`src/rtl/gat_bram_loader.sv`:
```
// rtl/gat_bram_loader.sv - host stream loader for GAT input BRAMs with feature readback stream
//
// Purpose:
//   Writes a 32-bit host stream into the H data, H node info and weight BRAMs
//   (in that order, at contiguous byte addresses starting at 0) and raises a
//   sticky load-done flag per memory. It then waits for gat_ready_i, reads
//   feat_count words back from the new-feature BRAM and streams them out.
//
// Ports:
//   clk_i, rst_i              clock, asynchronous active-high reset
//   start_i, *_count_i        job start pulse and word counts (sampled at start)
//   s_tdata/tvalid/tready     host input stream
//   *_bram_din/ena/wea/addra  BRAM write ports (byte addresses)
//   *_bram_load_done_o        sticky per-memory load complete
//   gat_ready_i               accelerator finished
//   feat_bram_addrb_o/dout_i  feature BRAM read port (RD_LAT cycles)
//   m_tdata/tvalid/tready/tlast  feature output stream
//   busy_o, done_o            job in progress / one-cycle completion pulse
module gat_bram_loader #(
  parameter int TOP_WIDTH          = 32,
  parameter int H_DATA_ADDR_W      = 18,
  parameter int NODE_INFO_ADDR_W   = 14,
  parameter int WEIGHT_ADDR_W      = 15,
  parameter int NEW_FEATURE_ADDR_W = 16,
  parameter int NEW_FEATURE_WIDTH  = 32,
  parameter int RD_LAT             = 2
) (
  input  logic                          clk_i,
  input  logic                          rst_i,
  input  logic                          start_i,
  input  logic [H_DATA_ADDR_W:0]        h_data_count_i,
  input  logic [NODE_INFO_ADDR_W:0]     node_info_count_i,
  input  logic [WEIGHT_ADDR_W:0]        wgt_count_i,
  input  logic [NEW_FEATURE_ADDR_W:0]   feat_count_i,
  input  logic [TOP_WIDTH-1:0]          s_tdata_i,
  input  logic                          s_tvalid_i,
  output logic                          s_tready_o,
  output logic [TOP_WIDTH-1:0]          h_data_bram_din_o,
  output logic                          h_data_bram_ena_o,
  output logic                          h_data_bram_wea_o,
  output logic [H_DATA_ADDR_W+1:0]      h_data_bram_addra_o,
  output logic [TOP_WIDTH-1:0]          h_node_info_bram_din_o,
  output logic                          h_node_info_bram_ena_o,
  output logic                          h_node_info_bram_wea_o,
  output logic [NODE_INFO_ADDR_W+1:0]   h_node_info_bram_addra_o,
  output logic [TOP_WIDTH-1:0]          wgt_bram_din_o,
  output logic                          wgt_bram_ena_o,
  output logic                          wgt_bram_wea_o,
  output logic [WEIGHT_ADDR_W+1:0]      wgt_bram_addra_o,
  output logic                          h_data_bram_load_done_o,
  output logic                          h_node_info_bram_load_done_o,
  output logic                          wgt_bram_load_done_o,
  input  logic                          gat_ready_i,
  output logic [NEW_FEATURE_ADDR_W+1:0] feat_bram_addrb_o,
  input  logic [NEW_FEATURE_WIDTH-1:0]  feat_bram_dout_i,
  output logic [NEW_FEATURE_WIDTH-1:0]  m_tdata_o,
  output logic                          m_tvalid_o,
  input  logic                          m_tready_i,
  output logic                          m_tlast_o,
  output logic                          busy_o,
  output logic                          done_o
);

  localparam int HW     = H_DATA_ADDR_W;
  localparam int NW     = NODE_INFO_ADDR_W;
  localparam int WW     = WEIGHT_ADDR_W;
  localparam int FW     = NEW_FEATURE_ADDR_W;
  localparam int MAX_HN = (HW > NW) ? HW : NW;
  localparam int IDX_W  = ((MAX_HN > WW) ? MAX_HN : WW) + 1;
  localparam logic [IDX_W-1:0] IDX_ONE = IDX_W'(1);
  localparam logic [FW:0]      FW_ONE  = (FW + 1)'(1);

  typedef enum logic [2:0] {
    S_IDLE, S_LOAD_H, S_LOAD_NI, S_LOAD_W, S_WAIT_GAT, S_READ, S_FIN
  } state_t;

  state_t state_q, state_d;

  logic [IDX_W-1:0] idx_q;
  logic [HW:0]      h_cnt_q;
  logic [NW:0]      ni_cnt_q;
  logic [WW:0]      w_cnt_q;
  logic [FW:0]      f_cnt_q;

  logic [TOP_WIDTH-1:0] h_din_q, ni_din_q, w_din_q;
  logic                 h_ena_q, ni_ena_q, w_ena_q;
  logic [HW+1:0]        h_addra_q;
  logic [NW+1:0]        ni_addra_q;
  logic [WW+1:0]        w_addra_q;
  logic [2:0]           ld_done_q, pend_q;

  logic [FW:0]   ridx_q, oidx_q;
  logic [FW+1:0] addrb_q;
  logic [RD_LAT-1:0] vpipe_q, vpipe_d;
  logic [NEW_FEATURE_WIDTH-1:0] fifo_q [4];
  logic [1:0] wptr_q, rptr_q;
  logic [2:0] fcnt_q;

  logic [2:0]       region, done_set;
  logic [IDX_W-1:0] cur_cnt;
  logic             in_load, accept, last_beat, skip, start_job;
  logic             issue, capture, pop;
  logic [3:0]       inflight;

  // State register
  always_ff @(posedge clk_i or posedge rst_i) begin
    if (rst_i) state_q <= S_IDLE;
    else       state_q <= state_d;
  end

  // Next-state logic
  always_comb begin
    state_d = state_q;
    case (state_q)
      S_IDLE:     if (start_i) state_d = S_LOAD_H;
      S_LOAD_H:   if (skip || last_beat) state_d = S_LOAD_NI;
      S_LOAD_NI:  if (skip || last_beat) state_d = S_LOAD_W;
      S_LOAD_W:   if (skip || last_beat) state_d = S_WAIT_GAT;
      S_WAIT_GAT: if (gat_ready_i) state_d = (f_cnt_q == '0) ? S_FIN : S_READ;
      S_READ:     if (pop && m_tlast_o) state_d = S_FIN;
      S_FIN:      state_d = S_IDLE;
      default:    state_d = S_IDLE;
    endcase
  end

  // Output and handshake decode
  always_comb begin
    region  = 3'b000;
    cur_cnt = '0;
    case (state_q)
      S_LOAD_H:  begin region = 3'b001; cur_cnt[HW:0] = h_cnt_q;  end
      S_LOAD_NI: begin region = 3'b010; cur_cnt[NW:0] = ni_cnt_q; end
      S_LOAD_W:  begin region = 3'b100; cur_cnt[WW:0] = w_cnt_q;  end
      default:   ;
    endcase
    in_load    = |region;
    start_job  = (state_q == S_IDLE) && start_i;
    s_tready_o = in_load && (idx_q < cur_cnt);
    accept     = s_tvalid_i && s_tready_o;
    last_beat  = accept && ((idx_q + IDX_ONE) == cur_cnt);
    // An empty region still reports done, one cycle after it is entered
    skip       = in_load && (cur_cnt == '0);
    done_set   = pend_q | (skip ? region : 3'b000);

    inflight = '0;
    for (int i = 0; i < RD_LAT; i++) inflight = inflight + 4'(vpipe_q[i]);
    // Credit rule: buffered plus in-flight words never exceed the FIFO depth
    issue = (state_q == S_READ) && (ridx_q < f_cnt_q) &&
            (({1'b0, fcnt_q} + inflight) < 4'd4);
    vpipe_d    = '0;
    vpipe_d[0] = issue;
    for (int i = 1; i < RD_LAT; i++) vpipe_d[i] = vpipe_q[i-1];
    capture = vpipe_q[RD_LAT-1];

    feat_bram_addrb_o = issue ? {ridx_q[FW-1:0], 2'b00} : addrb_q;
    m_tvalid_o = (fcnt_q != 3'd0);
    m_tdata_o  = fifo_q[rptr_q];
    m_tlast_o  = m_tvalid_o && (oidx_q == (f_cnt_q - FW_ONE));
    pop        = m_tvalid_o && m_tready_i;
    busy_o     = (state_q != S_IDLE);
    done_o     = (state_q == S_FIN);
  end

  // Datapath: write ports, indices, flags, read pipeline and FIFO control
  always_ff @(posedge clk_i or posedge rst_i) begin
    if (rst_i) begin
      idx_q      <= '0;
      h_cnt_q    <= '0;
      ni_cnt_q   <= '0;
      w_cnt_q    <= '0;
      f_cnt_q    <= '0;
      h_din_q    <= '0;
      ni_din_q   <= '0;
      w_din_q    <= '0;
      h_ena_q    <= 1'b0;
      ni_ena_q   <= 1'b0;
      w_ena_q    <= 1'b0;
      h_addra_q  <= '0;
      ni_addra_q <= '0;
      w_addra_q  <= '0;
      ld_done_q  <= '0;
      pend_q     <= '0;
      ridx_q     <= '0;
      oidx_q     <= '0;
      addrb_q    <= '0;
      vpipe_q    <= '0;
      wptr_q     <= '0;
      rptr_q     <= '0;
      fcnt_q     <= '0;
    end else begin
      h_ena_q   <= 1'b0;
      ni_ena_q  <= 1'b0;
      w_ena_q   <= 1'b0;
      pend_q    <= '0;
      ld_done_q <= ld_done_q | done_set;
      if (accept) begin
        if (region[0]) begin
          h_din_q   <= s_tdata_i;
          h_ena_q   <= 1'b1;
          h_addra_q <= {idx_q[HW-1:0], 2'b00};
        end
        if (region[1]) begin
          ni_din_q   <= s_tdata_i;
          ni_ena_q   <= 1'b1;
          ni_addra_q <= {idx_q[NW-1:0], 2'b00};
        end
        if (region[2]) begin
          w_din_q   <= s_tdata_i;
          w_ena_q   <= 1'b1;
          w_addra_q <= {idx_q[WW-1:0], 2'b00};
        end
        // The flag follows the final write strobe by one cycle
        if (last_beat) begin
          idx_q  <= '0;
          pend_q <= region;
        end else begin
          idx_q <= idx_q + IDX_ONE;
        end
      end

      vpipe_q <= vpipe_d;
      if (issue) begin
        ridx_q  <= ridx_q + FW_ONE;
        addrb_q <= feat_bram_addrb_o;
      end
      if (capture) wptr_q <= wptr_q + 2'd1;
      if (pop) begin
        rptr_q <= rptr_q + 2'd1;
        oidx_q <= oidx_q + FW_ONE;
      end
      case ({capture, pop})
        2'b10:   fcnt_q <= fcnt_q + 3'd1;
        2'b01:   fcnt_q <= fcnt_q - 3'd1;
        default: ;
      endcase

      if (start_job) begin
        h_cnt_q   <= h_data_count_i;
        ni_cnt_q  <= node_info_count_i;
        w_cnt_q   <= wgt_count_i;
        f_cnt_q   <= feat_count_i;
        ld_done_q <= '0;
        pend_q    <= '0;
        idx_q     <= '0;
        ridx_q    <= '0;
        oidx_q    <= '0;
        vpipe_q   <= '0;
        wptr_q    <= '0;
        rptr_q    <= '0;
        fcnt_q    <= '0;
      end
    end
  end

  // FIFO storage needs no reset; occupancy alone decides what is valid
  always_ff @(posedge clk_i) begin
    if (capture) fifo_q[wptr_q] <= feat_bram_dout_i;
  end

  assign h_data_bram_din_o            = h_din_q;
  assign h_data_bram_ena_o            = h_ena_q;
  assign h_data_bram_wea_o            = h_ena_q;
  assign h_data_bram_addra_o          = h_addra_q;
  assign h_node_info_bram_din_o       = ni_din_q;
  assign h_node_info_bram_ena_o       = ni_ena_q;
  assign h_node_info_bram_wea_o       = ni_ena_q;
  assign h_node_info_bram_addra_o     = ni_addra_q;
  assign wgt_bram_din_o               = w_din_q;
  assign wgt_bram_ena_o               = w_ena_q;
  assign wgt_bram_wea_o               = w_ena_q;
  assign wgt_bram_addra_o             = w_addra_q;
  assign h_data_bram_load_done_o      = ld_done_q[0];
  assign h_node_info_bram_load_done_o = ld_done_q[1];
  assign wgt_bram_load_done_o         = ld_done_q[2];

endmodule

```
`config.mk`:
```
export PLATFORM = sky130hd
export DESIGN_NAME = gat_bram_loader
export DESIGN_NICKNAME = d
export VERILOG_FILES = /design/src/rtl/gat_bram_loader.sv
export SDC_FILE = /design/constraint.sdc
export NUM_CORES = 1
export LEC_CHECK = 0
export BUFFER_PORTS_ARGS = -buffer_cell sky130_fd_sc_hd__buf_2
export CAP_MARGIN = 5
export CORE_UTILIZATION = 34
export CTS_CLUSTER_DIAMETER = 50
export CTS_CLUSTER_SIZE = 24
export DETAILED_ROUTE_END_ITERATION = 6
export HOLD_SLACK_MARGIN = 0.12
export MAX_ROUTING_LAYER = met4
export RECOVER_POWER = 50
export SLEW_MARGIN = 5
export SYNTH_ARGS = -nofsm -noshare
export SYNTH_HDL_FRONTEND = slang
export SYNTH_SLANG_ARGS = --single-unit
```
`constraint.sdc`:
```
create_clock -name clk_i -period 10.4 [get_ports clk_i]
set_input_delay 0 -clock clk_i [delete_from_list [all_inputs] [get_ports clk_i]]
set_output_delay 0 -clock clk_i [all_outputs]
set_load 0.02 [all_outputs]
```
After elaboration in Yosys (flattened, before gate mapping)
Memories as Yosys holds them, arrays and structs flattened.
Cells that the tools add are included.
{ "totals": {"elab_cells": 122, "output_inout_bits": 213, "regBits": 302, "ramBits": 128, "mem_count": 1} }
{ "memory_table": {"columns": ["memory", "words", "width", "rd", "rd_ports_with_merged_regs", "wr", "line_no", "rtl"], "rows": [
  ["fifo_q", 4, 32, 1, 0, 1, "95", "logic [NEW_FEATURE_WIDTH-1:0] fifo_q [4];"]
]} }
{ "op_classes": {"n_bitwise": 2, "addsub": 10, "order_cmp": 3, "n_eq_ne": 16, "muxes": 40, "n_reduce_logical": 26} }
{ "op_table": {"columns": ["cell", "n"], "rows": [
  ["$mux 17", 4],
  ["$mux 19", 3],
  ["$pmux 15 s3", 1],
  ["$mux 3", 13],
  ["$add 17x1->17 const B", 2],
  ["$add 19x1->19 const B", 1],
  ["$eq 19x19->1", 1],
  ["$logic_not 19->1", 1],
  ["$lt 19x19->1", 1],
  ["$mux 18", 1],
  ["$pmux 3 s6", 1],
  ["$eq 17x17->1", 1],
  ["$logic_not 17->1", 1],
  ["$lt 17x17->1", 1],
  ["$sub 17x1->17 const B", 1],
  ["$mux 2", 6],
  ["$ne 2x2->1 const B", 6],
  ["$logic_and 1x1->1", 10],
  ["$eq 3x3->1 const B", 3],
  ["$pmux 3 s3", 1],
  ["$reduce_bool 3->1", 3],
  ["$mux 1", 8],
  ["$reduce_bool 2->1", 4],
  ["$eq 3x2->1 const B", 2],
  ["other kinds (17)", 21]
]} }

Longest topological paths before layout
{ "logic_depth": {"ltp_word": 9, "mapped_depth": 18, "ltp_nobuf": 14} }

Worst setup path after synthesis
OpenSTA, ideal clock, no wires.
{ "synth_timing": {"kind": "flip-flop to flip-flop", "start": "register state_q[1]", "end": "register h_din_q[0], in the netlist h_data_bram_din_o[0]", "arrival_time_ns": 3.874, "t_required_ns": 10.275, "path_slack_ns": 6.401, "stages_incl_launch_ff": 16, "n_path_buf": 4, "path_cell_list": "dfrtp_1 > buf_2 > nor2b_1 > buf_2 > buf_2 > a22oi_1 > or2_2 > ha_1 > a21o_1 > a211oi_1 > o21ai_0 > a31oi_1 > nand2_1 > nor3_1 > buf_2 > mux2_2"} }
{ "synth_between": {"elab_chain_cells": 6, "elab_cells_between_ends": 12, "classes_between": "order compare (1); eq/ne (3); mux (4); reduce/logical (4)"} }
{ "synth_rtl": {"columns": ["element", "line_no", "rtl"], "rows": [
  ["start: declaration", "77", "state_t state_q, state_d;"],
  ["start signal: assignment", "108", "else state_q <= state_d;"],
  ["$eq 3x2->1 or $eq 3x1->1 (tied branches)", "130", "case (state_q)"],
  ["$pmux 15 s3 (tied with other cells)", "130", null],
  ["$lt 19x19->1 or $reduce_or 3->1 (tied branches)", "138, 136", null],
  ["$logic_and 1x1->1 (*)", "138", "s_tready_o = in_load && (idx_q < cur_cnt);"],
  ["named net s_tready_o", "37", "output logic s_tready_o,"],
  ["$logic_and 1x1->1 (*)", "139", "accept = s_tvalid_i && s_tready_o;"],
  ["$reduce_and 2->1 (no source line) (*)", null, null],
  ["end signal: assignment", "198", "h_din_q <= s_tdata_i;"],
  ["end: declaration", "85", "logic [TOP_WIDTH-1:0] h_din_q, ni_din_q, w_din_q;"]
]} }
Mark *: on every way through the listed nets, which the timed path passes. The rest lies on a longest branch.
A chain may end at the register's enable or synchronous reset.

Final worst setup path
{ "layout_timing": {"start": "register state_q[1]", "end": "register h_din_q[18], in the netlist h_data_bram_din_o[18]"} }
{ "layout_between": {"elab_chain_cells": 6, "elab_cells_between_ends": 12, "classes_between": "order compare (1); eq/ne (3); mux (4); reduce/logical (4)"} }
{ "layout_rtl": {"columns": ["element", "line_no"], "rows": [
  ["$eq 3x2->1 or $eq 3x1->1 (tied branches)", "130"],
  ["$pmux 15 s3 (tied with other cells)", "130"],
  ["$lt 19x19->1 or $reduce_or 3->1 (tied branches)", "138, 136"],
  ["$logic_and 1x1->1", "138"],
  ["$logic_and 1x1->1", "139"],
  ["$reduce_and 2->1 (no source line) (*)", null]
]} }
Mark *: on every way between the ends. The rest lies on a longest branch, timed or not.

==> flow_metrics.tcl <==
set metrics [dict create \
    grt_max_degree 117 \
    grt_pass1_wl_mm 81.8 \
    slew_viol_final 339 \
    rows 87 \
    synth_adder_area_share_pct 2.93 \
    grt_use_total_pct 18.7 \
    yosys.area_share.simple_pct 11.7 \
    grt_pass1_vias 14600 \
    ys_ff_latch 430 \
    firstDrtPassIters 6 \
    drtAntennaViolNets 0 \
    worstPathArrival_ns 6.91 \
    ys_seq_area_share_pct 58.5 \
    post_cts_resized 0 \
    synth_area_per_cell_sq_um 12.6 \
    netlist_area_sq_mm 0.0195 \
    cts_setup_buffers 0 \
    synth-xor-area-share_pct 3.18 \
    drv_cap 7 \
    num_io_pins 350 \
    seqCellArea_sq_mm 0.0114 \
    syn_to_final_growth_pct 28.3 \
    synth_cells 1553 \
    synth_mux_area_share_pct 14.6 \
    crit_type "reg2reg" \
    ir_worst_vdd_mv 0.127 \
    wl_met2_mm 24.8 \
    power_density_mw_per_mm2 201 \
    synth_compound_area_share_pct 5.85 \
    post-route-period-util_pct 61.9 \
    num_vias 14100 \
    cts_tree "built" \
    synthDistinctLibCells 75 \
    start_util_pct 34.5 \
    power.leakage_nw 11.0 \
    die_w_um 241 \
    fmax_mhz 155 \
    antenna_found_initial 6 \
    gp_congestion 0.888 \
    drc 0 \
    drt-met1-wl_mm 22.2 \
    clock-sinks 430 \
    failed_checks "max-capacitance violations, max-slew violations" \
    post-place-cells 2579 \
    skew_ns 0.0369 \
    rsz0062_at_grt "false" \
    cts_inserted_buffers 51 \
    multi_input_area_sq_mm 0.00750 \
    worstMarginPinSlew_ns 4.97 \
    hold_class "in2reg" \
    core-area_sq_mm 0.0565 \
    final_nets 2219 \
    wl_met3_mm 3.92 \
    fin_tns_setup_ns 0 \
    yosys_warnings 0 \
    wl_mm 52.5 \
    stdcell_count 2841 \
    n_fill_cell 5285 \
    max_slew_margin_pct -233 \
    htreeDepth 2 \
    setup_viol 0 \
    hold_violations 0 \
    overflow 0 \
    die-area_sq_mm 0.0583 \
    top_layer_used "met4" \
    worstPathRequired_ns 10.87 \
    clkTransAtPathRegs_ns 0.07 \
    port_buffers 343 \
    drive_gt1_share_pct 24.7 \
    synth_top_family_by_area "multiplexers" \
    period_needed_ns 6.43 \
    drt-initial-drc-count 679 \
    wl_per_cell_um 18.5 \
    clk_path_buf_depth 3 \
    crit_fanout 51 \
    viasPerCell 4.95 \
    worstSkewPairLatency_ns 0.61 \
    die_y_um 241 \
    outcome "finished, violations left" \
    critPathLaunchType "flop" \
    synth_ff_type "dfrtp_1" \
    cp-end-kind "flop" \
    root_buffer "clkbuf_16" \
    dpl.hpwl_mm 35.0 \
    synth_enable_flop_cells 128 \
    async_flop_share_pct 70.2 \
]
-- through the flow --
stage,total power [mW],utilization [%],instance area (sq um),setup slack [ns],hold WS [ns]
global placement,3.19,38.7,21900,5.16,0.189
CTS,5.11,44.7,25200,4.97,0.121
floorplan,2.86,-,19500,2.05,0.0989
detailed placement,3.22,38.7,21900,5.00,0.194
global route,5.30,44.3,25000,3.35,0.151
finish,5.02,44.3,25000,3.97,0.167
-- final timing paths --
check	to	slack, ns	cells past startpoint	start
worst max register to register	h_data_bram_din_o[18]	3.97	14	state_q[1]
worst min register to register	h_cnt_q[5]	0.47	2	h_cnt_q[5]
worst min-delay path	w_cnt_q[6]	0.17	4	wgt_count_i[6]
max in group asynchronous	h_cnt_q[10]	5.05	6	rst_i
worst max-delay path	h_data_bram_din_o[18]	3.97	14	state_q[1]
min in group asynchronous	h_node_info_bram_din_o[19]	2.02	4	rst_i
-- cells in the mapped netlist (all sizes together), types with 8 or more instances --
cell | n | area share [%]
and4 | 8 | 0.36
and3 | 13 | 0.42
and2 | 14 | 0.45
o21ai | 59 | 1.5
clkbuf | 44 | 0.85
nand3 | 22 | 0.62
a21o | 19 | 0.73
a21oi | 35 | 0.90
nor2 | 60 | 1.2
nand4 | 27 | 0.94
nor4 | 16 | 0.51
xor2 | 27 | 1.2
nor3 | 27 | 0.75
inv | 43 | 0.83
nand2 | 225 | 4.3
ha | 44 | 2.8
edfxtp | 128 | 20
mux4 | 32 | 3.7
buf | 52 | 1.5
or3 | 15 | 0.48
dfrtp | 302 | 39
mux2 | 183 | 11
a22oi | 10 | 0.39
xnor2 | 41 | 1.8
nor2b | 8 | 0.26
-- per-layer routing --
layer	up-vias	track usage (%)
li1	6548	-
met1	7012	23.4
met2	417	29.1
met3	99	5.05
met4	0	6.87
met5	-	-
-- sequential cells by signal (all words and copies together), names as in the netlist, 14 cells and up --
register and count:
h_node_info_bram_din_o 32, wgt_bram_addra_o 15, h_data_bram_addra_o 18, h_node_info_bram_addra_o 14, h_cnt_q 19, ridx_q 17, addrb_q 18, wgt_bram_din_o 32
w_cnt_q 16, idx_q 19, fifo_q 128, f_cnt_q 17, ni_cnt_q 15, h_data_bram_din_o 32, oidx_q 17
-- critical path: stages, from the launching register on --
cell      delay [ns]
dfrtp_1         0.32
clkbuf_1        1.34
nor2b_1         0.96
a32o_1          0.46
inv_1           0.09
ha_1            0.30
a211oi_1        0.23
nor2_1          0.08
nor3_1          0.19
o21ai_0         0.13
a31oi_1         0.40
nand2_1         0.43
nor3_2          0.25
buf_4           0.64
mux2_2          0.42
-- power breakdown --
group	total, mW	internal, mW	switching (mW)
combinational	1.12	0.474	0.643
clock	1.80	0.994	0.809
sequential	2.10	1.97	0.131
total	5.02	3.44	1.58
-- cell type report --
cell class	count	share of cell area [%]
Multi-Input combinational cell	988	30.0
Tap cell	756	3.78
Inverter	44	0.665
Clock buffer	59	5.30
Sequential cell	430	45.6
Clock inverter	36	1.72
Timing Repair Buffer	522	12.9
Antenna cell	6	0.0600
-- timing repair --
| action | 4_1_cts | 5_1_grt |
|---|---|---|
| endpoints found under the hold margin | 432 | 0 |
| hold buffers | 161 | 0 |
| endpoints found under the setup margin | 0 | 0 |
-- cells in the final DEF (no fill, tap or decap), types with 19 or more instances in the layout --
cell type      instances
nand3_1               20
a21o_1                19
ha_1                  44
buf_2                169
a21oi_1               35
dlygate4sd3_1        161
edfxtp_1             128
clkbuf_16             51
inv_1                 42
xor2_1                27
nand4_1               26
dfrtp_1              301
nor3_1                24
xnor2_1               41
mux2_2               183
mux4_2                32
nand2_1              225
nor2_1                58
clkbuf_1             186
o21ai_0               54
-- kinds of logic (layout without fill, tap and decap cells) --
| group | Yosys count | count (layout) |
|---|---|---|
| compound gates | 176 | 176 |
| xor+xnor | 69 | 69 |
| fa+ha+maj | 45 | 45 |
| buf+inv | 140 | 661 |
| flops | 430 | 430 |
| mux | 222 | 222 |
| other cells | 1 | 12 |
| simple gates | 470 | 470 |
No activity file was read; power rests on OpenSTA's default activity.
